File: config.mk
export PLATFORM = sky130hd
export DESIGN_NAME = lsu
export DESIGN_NICKNAME = d
export VERILOG_FILES = /design/src/rtl/lsu_pkg.sv /design/src/rtl/lsu_align.sv /design/src/rtl/lsu.sv
export SDC_FILE = /design/constraint.sdc
export NUM_CORES = 1
export LEC_CHECK = 0
export CAP_MARGIN = 10
export CORE_MARGIN = 2
export CORE_UTILIZATION = 44
export DETAILED_ROUTE_END_ITERATION = 8
export HOLD_SLACK_MARGIN = 0.06
export PLACE_DENSITY_LB_ADDON = 0.3
export SKIP_LAST_GASP = 1
export SLEW_MARGIN = 5
export SYNTH_ARGS = -nofsm -noshare
export SYNTH_HDL_FRONTEND = slang
export SYNTH_SLANG_ARGS = --single-unit
File: constraint.sdc
create_clock -name clk -period 4.75 [get_ports clk]
set_input_delay 0.95 -clock clk [delete_from_list [all_inputs] [get_ports clk]]
set_output_delay 0.95 -clock clk [all_outputs]
set_load 0.1 [all_outputs]
File: src/rtl/lsu_pkg.sv
// Shared funct3 encodings and FSM state type for the load/store unit.
package lsu_pkg;

    localparam logic [2:0] LB  = 3'b000;
    localparam logic [2:0] LH  = 3'b001;
    localparam logic [2:0] LW  = 3'b010;
    localparam logic [2:0] LBU = 3'b100;
    localparam logic [2:0] LHU = 3'b101;
    localparam logic [2:0] SB  = 3'b000;
    localparam logic [2:0] SH  = 3'b001;
    localparam logic [2:0] SW  = 3'b010;

    typedef enum logic [1:0] {
        IDLE = 2'd0,
        REQ  = 2'd1,
        WAIT = 2'd2,
        RESP = 2'd3
    } lsu_state_e;

endpackage

File: src/rtl/lsu_align.sv
// Byte-lane steering: store lane enables/replication, load extraction/extension,
// and access legality checks.
module lsu_align
    import lsu_pkg::*;
#(
    parameter int W = 32
) (
    input  logic [1:0]   addr_lo,
    input  logic [2:0]   funct3,
    input  logic         we,
    input  logic [W-1:0] wdata,
    input  logic [W-1:0] rdata,
    output logic [3:0]   be,
    output logic [W-1:0] wdata_rep,
    output logic [W-1:0] rdata_ext,
    output logic         misaligned,
    output logic         illegal
);

    logic [W-1:0]       shifted;
    logic signed [7:0]  byte_s;
    logic signed [15:0] half_s;

    always_comb begin
        be         = 4'b0000;
        wdata_rep  = wdata;
        misaligned = 1'b0;
        case (funct3[1:0])
            2'b00: begin
                be        = 4'b0001 << addr_lo;
                wdata_rep = {4{wdata[7:0]}};
            end
            2'b01: begin
                be         = 4'b0011 << addr_lo;
                wdata_rep  = {2{wdata[15:0]}};
                misaligned = addr_lo[0];
            end
            default: begin
                be         = 4'b1111;
                wdata_rep  = wdata;
                misaligned = |addr_lo;
            end
        endcase
    end

    // Stores only exist for B/H/W; loads add BU/HU.
    assign illegal = (funct3 == 3'b011) || (funct3[2:1] == 2'b11) || (funct3[2] && we);

    assign shifted = rdata >> {addr_lo, 3'b000};
    assign byte_s  = shifted[7:0];
    assign half_s  = shifted[15:0];

    always_comb begin
        rdata_ext = '0;
        case (funct3)
            LB:      rdata_ext = {{(W-8){byte_s[7]}}, byte_s};
            LH:      rdata_ext = {{(W-16){half_s[15]}}, half_s};
            LW:      rdata_ext = shifted;
            LBU:     rdata_ext = {{(W-8){1'b0}}, shifted[7:0]};
            LHU:     rdata_ext = {{(W-16){1'b0}}, shifted[15:0]};
            default: rdata_ext = '0;
        endcase
    end

endmodule

File: src/rtl/lsu.sv
// Single-outstanding load/store unit bridging the pipeline to a gnt/rvalid
// memory port.
module lsu
    import lsu_pkg::*;
#(
    parameter int W = 32
) (
    input  logic         clk,
    input  logic         rst_n,
    input  logic         lsu_valid,
    output logic         lsu_ready,
    input  logic [W-1:0] lsu_addr,
    input  logic [W-1:0] lsu_wdata,
    input  logic         lsu_we,
    input  logic [2:0]   lsu_funct3,
    output logic [W-1:0] lsu_rdata,
    output logic         lsu_done,
    output logic         lsu_err,
    output logic         mem_req,
    output logic         mem_we,
    output logic [W-1:0] mem_addr,
    output logic [3:0]   mem_be,
    output logic [W-1:0] mem_wdata,
    input  logic         mem_gnt,
    input  logic         mem_rvalid,
    input  logic [W-1:0] mem_rdata
);

    lsu_state_e   state, state_nxt;
    logic [W-1:0] addr_q, wdata_q, rdata_q;
    logic [2:0]   funct3_q;
    logic         we_q, err_q;

    logic         in_idle, accept, acc_err;
    logic [1:0]   addr_sel;
    logic [2:0]   funct3_sel;
    logic         we_sel;
    logic [3:0]   be;
    logic [W-1:0] wdata_rep, rdata_ext;
    logic         misaligned, illegal;

    assign in_idle = (state == IDLE);
    assign accept  = in_idle && lsu_valid;

    // Legality must be judged on the live request in IDLE, on the held copy afterwards.
    assign addr_sel   = in_idle ? lsu_addr[1:0] : addr_q[1:0];
    assign funct3_sel = in_idle ? lsu_funct3    : funct3_q;
    assign we_sel     = in_idle ? lsu_we        : we_q;
    assign acc_err    = misaligned || illegal;

    lsu_align #(.W(W)) u_align (
        .addr_lo    (addr_sel),
        .funct3     (funct3_sel),
        .we         (we_sel),
        .wdata      (wdata_q),
        .rdata      (mem_rdata),
        .be         (be),
        .wdata_rep  (wdata_rep),
        .rdata_ext  (rdata_ext),
        .misaligned (misaligned),
        .illegal    (illegal)
    );

    always_ff @(posedge clk or negedge rst_n) begin
        if (!rst_n) begin
            state <= IDLE;
        end else begin
            state <= state_nxt;
        end
    end

    always_comb begin
        state_nxt = state;
        case (state)
            IDLE:    if (lsu_valid) state_nxt = acc_err ? RESP : REQ;
            REQ:     if (mem_gnt) state_nxt = we_q ? RESP : WAIT;
            WAIT:    if (mem_rvalid) state_nxt = RESP;
            RESP:    state_nxt = IDLE;
            default: state_nxt = IDLE;
        endcase
    end

    // Request payload; visibility is gated by the state, so no reset is needed here.
    always_ff @(posedge clk) begin
        if (accept) begin
            addr_q   <= lsu_addr;
            wdata_q  <= lsu_wdata;
            we_q     <= lsu_we;
            funct3_q <= lsu_funct3;
            err_q    <= acc_err;
            rdata_q  <= '0;
        end else if (state == WAIT && mem_rvalid) begin
            rdata_q <= rdata_ext;
        end
    end

    always_comb begin
        lsu_ready = 1'b0;
        lsu_done  = 1'b0;
        lsu_err   = 1'b0;
        lsu_rdata = '0;
        mem_req   = 1'b0;
        mem_we    = 1'b0;
        mem_be    = 4'b0000;
        mem_wdata = '0;
        mem_addr  = '0;
        case (state)
            IDLE: lsu_ready = 1'b1;
            REQ: begin
                mem_req   = 1'b1;
                mem_we    = we_q;
                mem_be    = be;
                mem_wdata = wdata_rep;
                mem_addr  = {addr_q[W-1:2], 2'b00};
            end
            RESP: begin
                lsu_done  = 1'b1;
                lsu_err   = err_q;
                lsu_rdata = rdata_q;
            end
            default: ;
        endcase
    end

endmodule

==> results.py <==
metrics = {
    "critical_path": {
        "rrSetupSlack_ns": 1.58,
        "required_ns": 3.80,
        "slowest_delay_ns": 0.84,
        "cp-start-kind": "flip-flop",
        "cp_cell_sequence": "inv_1 -> ha_1 -> mux2i_1 -> nor2_1 -> a21oi_1 -> a21boi_2 -> buf_12",
        "path_delay_family": "adder cells",
        "crit_path_end_kind": "primary output",
        "path_buf_inv": 2,
        "worst_path_max_delay_cell": "ha_1",
        "path_max_fanout": 23,
        "critPathArrivalTime_ns": 3.26,
        "path_class": "flip-flop to primary output",
    },
    "clocking": {
        "cts_num_sinks": 103,
        "cts_root_buffer": "clkbuf_16",
        "ctsResizeCount": 0,
        "cts_setup_buffers": 0,
        "ctsHoldBuffers": 0,
        "path_clk_slew_ns": 0.07,
        "ctsLongestPathBuffers": 2,
        "numCtsBuffers": 9,
        "htree_levels": 3,
        "cts_tree": "yes",
        "clk-insertion-delay-late_ns": 0.34,
    },
    "floorplanning": {
        "core_um2": 11900,
        "fp.dieArea_um2": 13000,
        "fp.dieH_um": 114,
        "initial_core_util_pct": 44.6,
        "dieWidth_um": 114,
        "io_pins": 210,
        "placementRows": 40,
    },
    "power_and_ir_drop": {
        "fin_total_pwr_mw": 5.66,
        "vdd_drop_max_mv": 0.567,
        "p_per_area_nw_per_um2": 736,
        "p_leak_nw": 3.08,
    },
    "layout": {
        "final_cell_count_no_fill": 818,
        "post-route-util_pct": 64.5,
        "fin_area_um2": 7690,
        "n_fill_cell": 989,
        "drive_gt1_share_pct": 19.4,
        "num_antenna_cells": 0,
        "ff_latch_area_um2": 2760,
        "area_growth_pct": 44.7,
        "fin_nets": 777,
        "multi_input_area_um2": 2350,
    },
    "synth": {
        "synthTopCellsByArea": "edfxtp_1, dfxtp_1, and2_1, mux2i_1, nand2_1",
        "synth_area_per_cell_um2": 11.2,
        "synthTopCellsByCount": "and2_1, edfxtp_1, nand2_1",
        "synthCells": 475,
        "synth_edf_count": 69,
        "synth_cell_types": 57,
        "synth_area_um2": 5310,
        "async_flop_share_pct": 1.94,
        "synth.top_cell.area_share_pct": 39.0,
        "synth_seq_cells": 103,
        "synth.most_common_cell": "and2_1",
        "synth_flop_cell": "edfxtp_1",
        "ys_seq_area_share_pct": 52.0,
        "synth_top_cell_by_area": "edfxtp_1",
        "ys_warn_count": 0,
    },
    "timing": {
        "worstMarginPinSlew_ns": 1.01,
        "whs_ns": 0.471,
        "tns_ns": 0,
        "finalSetupViolCount": 0,
        "relSlewSlack_pct": 32.5,
        "fin_crit_sh_pct": 88.6,
        "hold_viol_final": 0,
        "max_freq_mhz": 238,
        "fin_crit_ns": 4.21,
        "finClkSkew_ns": 0.00674,
        "worst_slack_ns": 0.544,
        "slew_violations": 0,
        "rsz0062_at_grt": "false",
    },
    "flow_run": {
        "cap_violations": 0,
    },
    "placement": {
        "hpwl_mm": 11.1,
        "place.gp.congestion": 0.893,
        "post-place-ws_ns": 0.843,
        "port_buffers": 207,
        "postPlaceCellArea_um2": 7410,
        "dp_cells": 804,
    },
    "route": {
        "met1Wirelength_mm": 6.13,
        "dr.pass1.iters": 4,
        "routed_wl_mm": 14.9,
        "met2WireLength_mm": 7.13,
        "drc": 0,
        "top_layer": "met4",
        "num_vias": 4390,
        "met3_length_mm": 1.37,
        "viasPerCell": 5.37,
        "avgRoutedWirePerCell_um": 18.2,
        "ant_nets": 0,
        "initialDrtViolationCount": 294,
    },
    "outcome": {
        "status": "complete, no violations",
    },
    "global_route": {
        "grt_util_all_layers_pct": 22.9,
        "grt_pass1_wl_mm": 22.8,
        "grt_overflow": 0,
        "grt_max_degree": 70,
        "grt_pass1_vias": 4346,
        "antenna_found_initial": 0,
    },
    "hold_path": {
        "hold_path_class": "flip-flop to flip-flop",
    },
}
## power by group
group | switching, mW | internal (mW) | total (mW)
sequential | 0.108 | 1.20 | 1.31
combinational | 2.67 | 0.966 | 3.64
clock | 0.308 | 0.398 | 0.706
## worst paths after layout
kind | startpoint | endpoint | cells after the start
max | state[1]$_DFFE_PN0P_ | mem_be[2] | 7
min | rdata_q[15]$_SDFFE_PP0P_ | rdata_q[15]$_SDFFE_PP0P_ | 1
max reg2reg | state[1]$_DFFE_PN0P_ | rdata_q[17]$_SDFFE_PP0P_ | 7
min reg2reg | rdata_q[15]$_SDFFE_PP0P_ | rdata_q[15]$_SDFFE_PP0P_ | 1
max in group asynchronous | rst_n | state[1]$_DFFE_PN0P_ | 1
min in group asynchronous | rst_n | state[0]$_DFFE_PN0P_ | 1
## layout by cell type, fill, tap and decap left out, types with 3 or more instances in the layout
master / Yosys / layout
nor2_1: 14 / 14
inv_1: 14 / 14
buf_12: 0 / 9
nor2b_1: 13 / 13
a22oi_1: 15 / 15
and2_1: 73 / 73
nand2_1: 45 / 45
o22ai_1: 16 / 16
clkdlybuf4s50_1: 0 / 134
o211a_1: 8 / 8
o21ai_1: 3 / 3
mux4_2: 7 / 7
edfxtp_1: 69 / 69
o21ai_0: 6 / 6
mux2i_1: 29 / 27
nor3_1: 8 / 8
ha_1: 4 / 3
dfxtp_1: 32 / 32
a221o_1: 7 / 7
buf_4: 2 / 71
a21boi_2: 0 / 8
a21oi_1: 27 / 27
clkbuf_16: 0 / 9
## cells by family after synthesis
| family | after synthesis | share of synthesized area (%) |
|---|---|---|
| multiplexers | 40 | 9.56 |
| AO/OA/AOI/OAI | 112 | 15.3 |
| flip-flops | 103 | 52.0 |
| buffers and inverters | 48 | 4.55 |
| other | 1 | 0.0706 |
| adder cells (fa/ha/maj) | 4 | 0.942 |
| AND/OR/NAND/NOR | 167 | 17.6 |
## registers in the layout, summed over array words and instances (netlist names)
| register | count |
|---|---|
| wdata_q | 32 |
| we_q | 1 |
| state | 2 |
| funct3_q | 3 |
| rdata_q | 32 |
| addr_q | 32 |
| err_q | 1 |
## per-layer routing
metal / up-vias / global-route usage [%]
met2: 215 / 38.2
met5: - / 0
met3: 17 / 7.60
met1: 2048 / 28.7
met4: 0 / 6.02
li1: 2110 / -
## worst reg2reg max path: cells and delay by family, from the launching register on
family | cells | cell delay [ns]
AO/OA/AOI/OAI | 3 | 0.83
multiplexers | 2 | 0.83
adder cells (fa/ha/maj) | 1 | 0.84
flip-flops | 1 | 0.43
buffers and inverters | 1 | 0.12
## cell type report
class,count,area share [%]
clock buffers,9,2.93
clock inverters,5,0.667
inverters,15,0.749
multi-input cells,325,30.6
flip-flops and latches,103,35.9
well taps,147,2.39
repair buffers,214,26.7
Power figures use the tool's default switching activity.
